<file path="src/rtl/gpioemu_host.sv">
`default_nettype none
// ============================================================================
// gpioemu_host : runs one 24x24 multiply/popcount job over the gpioemu bus
// Rev 1.0
// ============================================================================
module gpioemu_host #(
    parameter int unsigned STROBE_LEN = 2,
    parameter int unsigned START_WAIT = 4,
    parameter int unsigned POLL_GAP   = 2,
    parameter int unsigned POLL_MAX   = 255,
    parameter int unsigned W_READS    = 2
) (
    input  logic        clk,
    input  logic        reset,
    input  logic        cmd_valid,
    output logic        cmd_ready,
    input  logic [23:0] cmd_a1,
    input  logic [23:0] cmd_a2,
    output logic        rsp_valid,
    output logic [31:0] rsp_w,
    output logic [23:0] rsp_l,
    output logic        rsp_ok,
    output logic        rsp_timeout,
    output logic [15:0] saddress,
    output logic        srd,
    output logic        swr,
    output logic [31:0] sdata_out,
    input  logic [31:0] sdata_in
);

    localparam logic [15:0] c_ADDR_A1   = 16'h037F;
    localparam logic [15:0] c_ADDR_A2   = 16'h0388;
    localparam logic [15:0] c_ADDR_CTL  = 16'h03A0;
    localparam logic [15:0] c_ADDR_W    = 16'h0390;
    localparam logic [15:0] c_ADDR_L    = 16'h0398;
    localparam logic [7:0]  c_STB_LAST  = 8'(STROBE_LEN - 1);
    localparam logic [7:0]  c_START_LST = 8'(START_WAIT - 1);
    localparam logic [7:0]  c_GAP_LAST  = 8'(POLL_GAP - 1);
    localparam logic [7:0]  c_POLL_LAST = 8'(POLL_MAX - 1);
    localparam logic [7:0]  c_WRD_LAST  = 8'(W_READS - 1);

    typedef enum logic [3:0] {
        S_IDLE  = 4'd0,
        S_WR_A1 = 4'd1,
        S_WR_A2 = 4'd2,
        S_WR_GO = 4'd3,
        S_WAIT  = 4'd4,
        S_POLL  = 4'd5,
        S_RD_W  = 4'd6,
        S_RD_L  = 4'd7,
        S_RESP  = 4'd8
    } state_t;

    typedef enum logic [1:0] {
        PH_SETUP  = 2'd0,
        PH_STROBE = 2'd1,
        PH_HOLD   = 2'd2
    } phase_t;

    state_t      state_q, state_d;
    phase_t      phase_q, phase_d;
    logic [7:0]  cnt_q, cnt_d;
    logic [7:0]  poll_q, poll_d;
    logic [7:0]  wrd_q, wrd_d;
    logic [23:0] a1_q, a1_d, a2_q, a2_d;
    logic [31:0] w_q, w_d;
    logic        ok_q, ok_d;
    logic [31:0] rsp_w_q, rsp_w_d;
    logic [23:0] rsp_l_q, rsp_l_d;
    logic        rsp_ok_q, rsp_ok_d;
    logic        rsp_to_q, rsp_to_d;

    logic        w_access;
    logic        w_read;
    logic        w_done;
    logic [15:0] w_addr;
    logic [31:0] w_wdata;

    // Address/data decode: the state alone selects which register is accessed
    always_comb begin
        w_access = 1'b1;
        w_read   = 1'b0;
        w_addr   = 16'h0000;
        w_wdata  = 32'h0000_0000;
        case (state_q)
            S_WR_A1: begin w_addr = c_ADDR_A1;  w_wdata = {8'h00, a1_q}; end
            S_WR_A2: begin w_addr = c_ADDR_A2;  w_wdata = {8'h00, a2_q}; end
            S_WR_GO: w_addr = c_ADDR_CTL;
            S_POLL:  begin w_addr = c_ADDR_CTL; w_read = 1'b1; end
            S_RD_W:  begin w_addr = c_ADDR_W;   w_read = 1'b1; end
            S_RD_L:  begin w_addr = c_ADDR_L;   w_read = 1'b1; end
            default: w_access = 1'b0;
        endcase
    end

    assign w_done = w_access && (phase_q == PH_HOLD);

    always_comb begin
        state_d  = state_q;
        phase_d  = phase_q;
        cnt_d    = cnt_q;
        poll_d   = poll_q;
        wrd_d    = wrd_q;
        a1_d     = a1_q;
        a2_d     = a2_q;
        w_d      = w_q;
        ok_d     = ok_q;
        rsp_w_d  = rsp_w_q;
        rsp_l_d  = rsp_l_q;
        rsp_ok_d = rsp_ok_q;
        rsp_to_d = rsp_to_q;

        if (w_access) begin
            case (phase_q)
                PH_SETUP: begin
                    phase_d = PH_STROBE;
                    cnt_d   = 8'd0;
                end
                PH_STROBE: begin
                    if (cnt_q == c_STB_LAST) phase_d = PH_HOLD;
                    else                     cnt_d   = cnt_q + 8'd1;
                end
                default: phase_d = PH_SETUP;
            endcase
        end

        case (state_q)
            S_IDLE: begin
                poll_d  = 8'd0;
                wrd_d   = 8'd0;
                phase_d = PH_SETUP;
                if (cmd_valid) begin
                    a1_d    = cmd_a1;
                    a2_d    = cmd_a2;
                    state_d = S_WR_A1;
                end
            end
            S_WR_A1: if (w_done) state_d = S_WR_A2;
            S_WR_A2: if (w_done) state_d = S_WR_GO;
            S_WR_GO: begin
                if (w_done) begin
                    state_d = S_WAIT;
                    cnt_d   = c_START_LST;
                end
            end
            S_WAIT: begin
                if (cnt_q == 8'd0) state_d = S_POLL;
                else               cnt_d   = cnt_q - 8'd1;
            end
            S_POLL: begin
                if (w_done) begin
                    if (sdata_in[1]) begin
                        ok_d    = sdata_in[0];
                        state_d = S_RD_W;
                    end else if (poll_q == c_POLL_LAST) begin
                        // Give up: report zeros with the timeout flag
                        rsp_w_d  = 32'h0000_0000;
                        rsp_l_d  = 24'h00_0000;
                        rsp_ok_d = 1'b0;
                        rsp_to_d = 1'b1;
                        state_d  = S_RESP;
                    end else begin
                        poll_d  = poll_q + 8'd1;
                        cnt_d   = c_GAP_LAST;
                        state_d = S_WAIT;
                    end
                end
            end
            S_RD_W: begin
                if (w_done) begin
                    w_d = sdata_in;
                    if (wrd_q == c_WRD_LAST) state_d = S_RD_L;
                    else                     wrd_d   = wrd_q + 8'd1;
                end
            end
            S_RD_L: begin
                if (w_done) begin
                    rsp_w_d  = w_q;
                    rsp_l_d  = sdata_in[23:0];
                    rsp_ok_d = ok_q;
                    rsp_to_d = 1'b0;
                    state_d  = S_RESP;
                end
            end
            S_RESP:  state_d = S_IDLE;
            default: state_d = S_IDLE;
        endcase
    end

    always_ff @(posedge clk) begin
        if (reset) begin
            state_q  <= S_IDLE;
            phase_q  <= PH_SETUP;
            cnt_q    <= 8'd0;
            poll_q   <= 8'd0;
            wrd_q    <= 8'd0;
            a1_q     <= 24'h00_0000;
            a2_q     <= 24'h00_0000;
            w_q      <= 32'h0000_0000;
            ok_q     <= 1'b0;
            rsp_w_q  <= 32'h0000_0000;
            rsp_l_q  <= 24'h00_0000;
            rsp_ok_q <= 1'b0;
            rsp_to_q <= 1'b0;
        end else begin
            state_q  <= state_d;
            phase_q  <= phase_d;
            cnt_q    <= cnt_d;
            poll_q   <= poll_d;
            wrd_q    <= wrd_d;
            a1_q     <= a1_d;
            a2_q     <= a2_d;
            w_q      <= w_d;
            ok_q     <= ok_d;
            rsp_w_q  <= rsp_w_d;
            rsp_l_q  <= rsp_l_d;
            rsp_ok_q <= rsp_ok_d;
            rsp_to_q <= rsp_to_d;
        end
    end

    assign cmd_ready   = (state_q == S_IDLE);
    assign rsp_valid   = (state_q == S_RESP);
    assign rsp_w       = rsp_w_q;
    assign rsp_l       = rsp_l_q;
    assign rsp_ok      = rsp_ok_q;
    assign rsp_timeout = rsp_to_q;
    assign saddress    = w_addr;
    assign sdata_out   = w_wdata;
    assign srd         = w_access &&  w_read && (phase_q == PH_STROBE);
    assign swr         = w_access && !w_read && (phase_q == PH_STROBE);

endmodule
`default_nettype wire

</file>
<file path="config.mk">
export PLATFORM = sky130hd
export DESIGN_NAME = gpioemu_host
export DESIGN_NICKNAME = d
export VERILOG_FILES = /design/src/rtl/gpioemu_host.sv
export SDC_FILE = /design/constraint.sdc
export NUM_CORES = 1
export LEC_CHECK = 0
export BUFFER_PORTS_ARGS = -buffer_cell sky130_fd_sc_hd__buf_2
export CAP_MARGIN = 20
export CORE_MARGIN = 2
export CORE_UTILIZATION = 53
export CTS_CLUSTER_SIZE = 10
export DETAILED_ROUTE_END_ITERATION = 6
export PLACE_DENSITY = 0.8
export SYNTH_ARGS = -nofsm -noshare
export SYNTH_HDL_FRONTEND = slang
export SYNTH_SLANG_ARGS = --single-unit
</file>
<file path="constraint.sdc">
create_clock -name clk -period 2.15 [get_ports clk]
set_input_delay 0.1075 -clock clk [delete_from_list [all_inputs] [get_ports clk]]
set_output_delay 0.1075 -clock clk [all_outputs]
set_load 0.02 [all_outputs]
</file>
==> impl_metrics.yaml, run 1 <==
run_status:
  status: "completed"
routing:
  drt_iter0_drc: 696
  met3_length_mm: 1.82
  wirelength_mm: 22.0
  wl_per_cell_um: 16.3
  antenna_left: 0
  drt-vias-per-instance: 5.63
  drt_first_pass_iters: 6
  wl_met1_mm: 8.75
  maxUsedRoutingLayer: "met4"
  drc: 0
  vias: 7600
  wl_met2_mm: 10.6
setup_path:
  start_kind: "flip-flop"
  worstSetupEndpoint: "sdata_out[18]"
  worstSetupPathType: "reg2out"
  cp-startpoint: "state_q[0]$_SDFFE_PP0P_"
  cp.arrival_ns: 1.99
  ff2ff_setup_slack_ns: 0.11
  crit_slowest_cell: "dfxtp_2"
  cp_max_fo: 9
  worstReg2RegStart: "cnt_q[0]$_SDFF_PP0_"
  path_cells: "buf_4 > nand2_2 > nor3_4 > buf_6 > buf_4 > a22o_1 > buf_2"
  reg2reg_depth: 6
  r2r-end: "cnt_q[1]$_SDFF_PP0_"
  max_stage_delay_ns: 0.46
  crit_top_cell: "buf_4"
  worstPathRequired_ns: 2.04
  worst_setup_path_end_kind: "output pin"
global_routing:
  grt_max_degree: 158
  antenna_found_initial: 0
  grt_pass1_vias: 7231
  grt_usage_pct: 29.9
  grt_pass1_wl_mm: 35.0
  grt_overflow: 0
cts:
  cts_tree: "yes"
  clock-sinks: 169
  numCtsBuffers: 17
  worst_setup_hold_path_clk_slew_ns: 0.06
  clock_path_buffers: 2
  clockRootBuffer: "clkbuf_16"
  cts.htree.levels: 4
  clock_latency_ns: 0.43
place:
  place_area_mm2: 0.00825
  gp_congestion: 0.900
  dp_hpwl_mm: 11.9
  io_buffer_count: 178
synth:
  ys_ff_latch: 169
  synth_edf_count: 0
  synthFlopType: "dfxtp_1"
  ys_top_cells_by_count: "nand2_1, dfxtp_1, a21oi_1"
  yosys.area.top_type_share_pct: 47.0
  synth_area_leader_cell: "dfxtp_1"
  async_flop_share_pct: 0
  ys_seq_area_share_pct: 47.0
  synth.area.top_cells: "dfxtp_1, nand2_1, a21oi_1"
  avgSynthCellArea_um2: 7.80
  synth_most_common_cell: "nand2_1"
  syn_area_mm2: 0.00719
  syn_inst: 922
  ys_warn_count: 0
  ys_types: 58
cells_and_area:
  fillCellCount: 925
  multi_input_area_mm2: 0.00346
  fin_nets: 1254
  area.growth.synth_to_final_pct: 35.6
  fin_area_mm2: 0.00976
  diodes: 0
  seq_area_mm2: 0.00339
  drive_above_1_share_pct: 23.0
timing:
  worstMarginPinSlew_ns: 0.751
  fin_tns_setup_ns: 0
  period_share_pct: 97.7
  layout_min_cycle_time_ns: 2.10
  maxSlewViolCount: 0
  fin_skew_ns: 0.0108
  fmax_ghz: 0.476
  rsz0062_at_grt: "yes"
  slew_headroom_pct: 50.0
  finalHoldViolations: 0
  finalSetupViolCount: 0
min_path:
  min_path_type: "in2reg"
power:
  powerDensity_mw_per_mm2: 943
  ir_worst_vdd_mv: 0.891
  p_leak_nw: 3.96
floorplanning:
  core_area_mm2: 0.0132
  fp.dieH_um: 120
  fp.dieW_um: 120
  rows: 42
  initial_core_util_pct: 54.3
  boundaryPins: 193
  die_area_mm2: 0.0145
run:
  maxCapViolCount: 0
-- registers in the layout, summed over array words and instances, names as in the netlist --
name         count
rsp_ok           1
rsp_timeout      1
w_q             32
rsp_l           24
wrd_q            8
poll_q           8
cnt_q            8
ok_q             1
state_q          4
a1_q            24
a2_q            24
phase_q          2
rsp_w           32
-- metrics by stage --
| step | setup WS [ns] | utilization (%) | cells | hold WS [ns] | power (mW) |
|---|---|---|---|---|---|
| 2_1_floorplan | 0.0273 | - | 935 | 0.243 | 5.11 |
| 3_3_place_gp | 0.112 | 62.3 | 1232 | 0.348 | 5.79 |
| 3_5_place_dp | 0.0671 | 62.3 | 1232 | 0.352 | 5.83 |
| 4_1_cts | 0.0211 | 73.3 | 1349 | 0.00739 | 9.03 |
| 5_1_grt | -0.00105 | 73.7 | 1351 | 0.0378 | 9.59 |
| 6_report | 0.0485 | 73.7 | 1351 | 0.0210 | 9.20 |
-- final cells by class --
class                      count  share of cell area, %
inverter                      12                  0.487
clock buffer                  20                   4.58
multi-input combinational    668                   35.5
tap                          176                   2.26
sequential                   169                   34.7
clock inverter                11                   1.18
timing repair buffer         295                   21.3
-- power breakdown --
part           total (mW)  switching, mW  internal (mW)
logic                2.71           1.68           1.03
clock network        2.95           1.31           1.65
registers            3.53          0.181           3.35
-- layout by cell type, fill, tap and decap left out, types with 3 or more instances in the layout --
master	count
a21oi_1	168
a22o_1	24
a31oi_1	4
and3_1	6
buf_12	6
buf_2	172
buf_4	32
buf_6	5
clkbuf_16	17
clkinvlp_4	3
conb_1	14
dfxtp_1	165
dfxtp_2	4
dlygate4sd3_1	79
ha_1	8
inv_1	10
inv_6	3
nand2_1	248
nand3_1	72
nand4_1	3
nor2_1	13
nor2b_1	3
nor3_1	7
nor3b_1	3
nor4_1	4
nor4b_1	3
o211ai_1	3
o21ai_0	15
o22ai_1	3
o31ai_1	4
or3_1	9
or4_1	6
-- kinds of logic (layout without fill, tap and decap cells) --
family / count (synthesis) / in the layout / synth area share (%)
other: 1 / 14 / 0.0521
AO/OA/AOI/OAI: 240 / 240 / 19.2
multiplexers: 1 / 1 / 0.157
buffers and inverters: 98 / 338 / 6.21
AND/OR/NAND/NOR: 401 / 401 / 25.5
adder cells (fa/ha/maj): 8 / 8 / 1.39
XOR/XNOR: 4 / 4 / 0.487
flip-flops: 169 / 169 / 47.0
-- worst max-delay path, delay by kind of cell, from the launching register on --
| kind | cells | cell delay, ns |
|---|---|---|
| AND/OR/NAND/NOR | 2 | 0.30 |
| buffers and inverters | 4 | 0.66 |
| AO/OA/AOI/OAI | 1 | 0.15 |
| flip-flops | 1 | 0.46 |
-- per-layer routing --
layer  up-vias  GRT usage [%]
li1       3618              -
met1      3507           37.2
met2       398           48.9
met3        77           6.32
met4         0           14.8
met5         -              0
-- worst min path at each step --
stage | from | to | cells after the start
5_1_grt | sdata_in[1] | w_q[1]$_SDFFE_PP0P_ | 3
3_5_place_dp | cmd_a1[0] | a1_q[0]$_SDFFE_PP0P_ | 3
3_3_place_gp | cmd_a2[0] | a2_q[0]$_SDFFE_PP0P_ | 3
4_1_cts | sdata_in[1] | w_q[1]$_SDFFE_PP0P_ | 3
2_1_floorplan | cmd_a1[0] | a1_q[0]$_SDFFE_PP0P_ | 2
6_report | sdata_in[1] | w_q[1]$_SDFFE_PP0P_ | 3
-- what timing repair did --
item	4_1_cts	5_1_grt
cloned	2	1
endpoints found under the setup margin	24	33
resized for setup	17	12
hold buffers	79	0
pin swaps	1	1
hold endpoints to repair	103	0
buffers inserted	5	1
(Power assumes the default switching activity.)
==> run 2, diff against run 1 <==
Settings changed: CORE_ASPECT_RATIO set to 1.1, SKIP_LAST_GASP set to 1.
==> impl_metrics.yaml, run 2 (same netlist as run 1, synthesis figures left out) <==
timing:
  finalSetupViolCount: 0
  worstMarginPinSlew_ns: 0.768
  period_share_pct: 99.9
  fmax_ghz: 0.466
  slew_headroom_pct: 48.8
  layout_min_cycle_time_ns: 2.15
  setup_slack_ns: 0.00258
  maxSlewViolCount: 0
  fin_skew_ns: 0.0101
  finalHoldViolations: 0
cts:
  cts.htree.levels: 4
  cts_tree: "yes"
  clock-sinks: 169
  numCtsBuffers: 17
  clockRootBuffer: "clkbuf_16"
  clock_latency_ns: 0.42
  worst_setup_hold_path_clk_slew_ns: 0.06
  clock_path_buffers: 2
routing:
  drt_first_pass_iters: 6
  wl_per_cell_um: 16.2
  drt_iter0_drc: 708
  drt-vias-per-instance: 5.64
  vias: 7495
  antenna_left: 0
  wirelength_mm: 21.5
  drc: 0
setup_path:
  worstSetupPathType: "reg2out"
  cp_max_fo: 12
  max_stage_delay_ns: 0.41
  path_buf_inv: 3
  worst_setup_path_end_kind: "output pin"
  crit_slowest_cell: "dfxtp_4"
  cpLargestDelayFamily: "buffers and inverters"
  cp.arrival_ns: 2.04
  path_cells: "buf_4 > nand2b_2 > nor3_4 > buf_6 > a22o_1 > buf_2"
  worstPathRequired_ns: 2.04
  start_kind: "flip-flop"
floorplanning:
  fp.dieW_um: 115
  initial_core_util_pct: 54.4
  core_area_mm2: 0.0132
  rows: 44
  fp.dieH_um: 126
  boundaryPins: 193
  die_area_mm2: 0.0145
cells_and_area:
  drive_above_1_share_pct: 22.7
  final_common_cell: "nand2_1"
  diodes: 0
  fin_area_mm2: 0.00969
  post-route-util_pct: 73.3
  mostFrequentLayoutCells: "nand2_1, buf_2, a21oi_1, dfxtp_1, dlygate4sd3_1"
  area.growth.synth_to_final_pct: 34.7
  fin_nets: 1247
place:
  dp_slack_ns: 0.0368
  place_area_mm2: 0.00823
  dp_hpwl_mm: 11.7
  io_buffer_count: 178
  gp_congestion: 0.892
power:
  p_leak_nw: 3.93
  p_total_mw: 9.16
  powerDensity_mw_per_mm2: 945
  ir_worst_vdd_mv: 0.875
global_routing:
  grt_overflow: 0
  grt_pass1_wl_mm: 33.7
  grt_usage_pct: 28.5
  grt_pass1_vias: 7050
  grt_max_degree: 158
  antenna_found_initial: 0
min_path:
  min_path_type: "in2reg"
run:
  maxCapViolCount: 0
run_status:
  status: "completed"
-- run 2: final timing paths --
path / to / slack, ns / start / cells after the start
worst min-delay path: rsp_l[1]$_SDFFE_PP0P_ / 0.03 / sdata_in[1] / 3
worst max-delay path: sdata_out[9] / 0.003 / state_q[1]$_SDFFE_PP0P_ / 6
worst min register to register: rsp_l[1]$_SDFFE_PP0P_ / 0.45 / rsp_l[1]$_SDFFE_PP0P_ / 2
worst max register to register: state_q[0]$_SDFFE_PP0P_ / 0.05 / cnt_q[1]$_SDFF_PP0_ / 6
-- run 2: metal layers --
layer	global-route usage, %	vias up	part of all wire, %
li1	-	3601	-
met1	34.7	3464	39
met2	47.7	375	50
met3	7.51	55	7.8
met4	11.5	0	3.0
met5	0	-	0
-- run 2: final cells by class --
cell class | instances | area, um^2
tap | 161 | 201
inverter | 12 | 45.0
clock buffer | 19 | 433
clock inverter | 12 | 141
multi-input combinational | 668 | 3450
timing repair buffer | 288 | 2020
fill | 945 | 3520
sequential | 169 | 3390
-- run 2: worst min-delay path, delay by kind of cell --
kind / cells / cell delay [ns]
buf+inv: 1 / 0.15
simple gates: 1 / 0.08
compound gates: 1 / 0.06
-- run 2: power by group --
| group | leakage, nW | switching [mW] | internal (mW) | total, mW |
|---|---|---|---|---|
| sequential | 1.37 | 0.167 | 3.35 | 3.52 |
| clock | 0.274 | 1.29 | 1.73 | 3.02 |
| combinational | 2.29 | 1.65 | 0.975 | 2.62 |
-- run 2: repair_timing --
item / CTS / global route
hold buffers: 79 / 0
gates resized for setup: 7 / 14
pin swaps: 1 / 2
gates cloned: 1 / 1
hold endpoints to repair: 103 / 0
endpoints found under the setup margin: 24 / 34
setup buffers: 1 / 0
-- run 2: metrics by stage --
step | TNS [ns] | hold WS, ns | std cells
floorplan | 0 | 0.243 | 935
global placement | 0 | 0.348 | 1216
detailed placement | 0 | 0.353 | 1216
CTS | 0 | 0.0141 | 1328
global route | -0.0868 | 0.0267 | 1329
finish | 0 | 0.0287 | 1329
==> run 3, diff against run 2 <==
Settings changed: MAX_ROUTING_LAYER set to met4.
==> impl_metrics.yaml, run 3 (same netlist as run 1, synthesis figures left out) <==
timing:
  rsz0062_at_grt: "yes"
  finalHoldViolations: 0
  layout_min_cycle_time_ns: 2.10
  period_share_pct: 97.9
  fmax_ghz: 0.475
  setup_slack_ns: 0.0455
  finalSetupViolCount: 0
  slew_headroom_pct: 51.0
  maxSlewViolCount: 0
  fin_skew_ns: 0.0170
  worstMarginPinSlew_ns: 0.734
place:
  place_inst: 1217
  io_buffer_count: 178
  gp_congestion: 0.920
  dp_hpwl_mm: 11.6
  dp_slack_ns: 0.0402
global_routing:
  grt_overflow: 0
  grt_usage_pct: 30.1
  globalRouteMet2Util_pct: 48.7
  met1_usage_pct: 36.5
  antenna_found_initial: 0
  grt_max_degree: 158
  grt_pass1_wl_mm: 34.5
  grtUsageMet3_pct: 5.82
  grt_pass1_vias: 7250
  top_usage_layer: "met2"
setup_path:
  cp_max_fo: 14
  cpLargestDelayFamily: "buffers and inverters"
  max_stage_delay_ns: 0.39
  worst_setup_path_end_kind: "output pin"
  path_cells: "buf_4 > inv_2 > nand2_2 > nor3_4 > buf_12 > clkbuf_16 > a22o_1 > buf_2"
  crit_slowest_cell: "dfxtp_4"
  path_buf_inv: 5
  cp.arrival_ns: 2.00
  worstPathRequired_ns: 2.04
  worstSetupPathType: "reg2out"
  start_kind: "flip-flop"
cells_and_area:
  drive_above_1_share_pct: 23.1
  instances_no_fill: 1333
  mostFrequentLayoutCells: "nand2_1, buf_2, a21oi_1, dfxtp_1, dlygate4sd3_1"
  area.growth.synth_to_final_pct: 35.8
  final_common_cell: "nand2_1"
  fin_nets: 1249
power:
  ir_worst_vdd_mv: 0.723
  p_leak_nw: 3.96
  p_total_mw: 9.37
  powerDensity_mw_per_mm2: 960
cts:
  cts.htree.levels: 4
  clock_path_buffers: 2
  clock-sinks: 169
  clock_latency_ns: 0.43
  clockRootBuffer: "clkbuf_16"
  worst_setup_hold_path_clk_slew_ns: 0.07
  numCtsBuffers: 17
  cts_tree: "yes"
routing:
  vias: 7593
  drt_first_pass_iters: 6
  drc: 0
  antenna_left: 0
  wirelength_mm: 22.2
  drt_iter0_drc: 685
  wl_per_cell_um: 16.6
  drt-vias-per-instance: 5.70
floorplanning:
  initial_core_util_pct: 54.4
  die_area_mm2: 0.0145
  fp.dieH_um: 126
  boundaryPins: 193
  fp.dieW_um: 115
  rows: 44
  core_area_mm2: 0.0132
run:
  maxCapViolCount: 0
min_path:
  min_path_type: "in2reg"
run_status:
  status: "completed"
run 3: layout make-up:
type / instances / area, um^2
clock buffer: 17 / 425
tap: 161 / 201
fill: 933 / 3440
inverter: 12 / 45.0
multi-input combinational: 668 / 3470
timing repair buffer: 290 / 2060
clock inverter: 15 / 176
sequential: 169 / 3390
antenna: 1 / 2.50
run 3: path summary, 6_finish.rpt:
path | startpoint | to | slack, ns | depth (start not counted)
setup / recovery | state_q[2]$_SDFFE_PP0P_ | sdata_out[8] | 0.05 | 8
hold / removal | sdata_in[1] | rsp_l[1]$_SDFFE_PP0P_ | 0.01 | 3
setup reg to reg | cnt_q[1]$_SDFF_PP0_ | cnt_q[1]$_SDFF_PP0_ | 0.10 | 7
hold reg to reg | rsp_w[10]$_SDFFE_PP0P_ | rsp_w[10]$_SDFFE_PP0P_ | 0.45 | 2
run 3: per-layer routing:
layer	vias up	part of all wire, %
met5	-	0
met1	3556	39
met2	361	50
li1	3604	-
met3	72	7.1
met4	0	3.7
run 3: repair_timing:
item                                    4_1_cts  5_1_grt
setup buffers                                 0        1
pin swaps                                     0        1
endpoints found under the setup margin       13       33
resized for setup                             3       18
hold buffers                                 79        0
gates cloned                                  0        3
hold endpoints to repair                    103        0
run 3: where the power goes:
| part | switching (mW) | total [mW] | internal, mW |
|---|---|---|---|
| Sequential | 0.161 | 3.51 | 3.35 |
| Clock | 1.45 | 3.11 | 1.66 |
| Combinational | 1.72 | 2.75 | 1.03 |
run 3: worst reg2reg max path: stages (launching register included):
cell      delay, ns
dfxtp_1        0.37
inv_2          0.11
ha_1           0.14
or4b_1         0.49
nor2_2         0.15
mux2_2         0.34
a211oi_1       0.23
a311oi_1       0.07
run 3: metrics by stage:
stage / hold slack, ns / TNS, ns / util [%] / cell area [um^2]
CTS: 0.000560 / -0.00285 / 73.0 / 9650
global route: 0.0325 / -0.0616 / 73.9 / 9770
floorplan: 0.243 / 0 / - / 7240
detailed placement: 0.352 / 0 / 62.4 / 8250
global placement: 0.347 / 0 / 62.4 / 8250
finish: 0.0148 / 0 / 73.9 / 9770
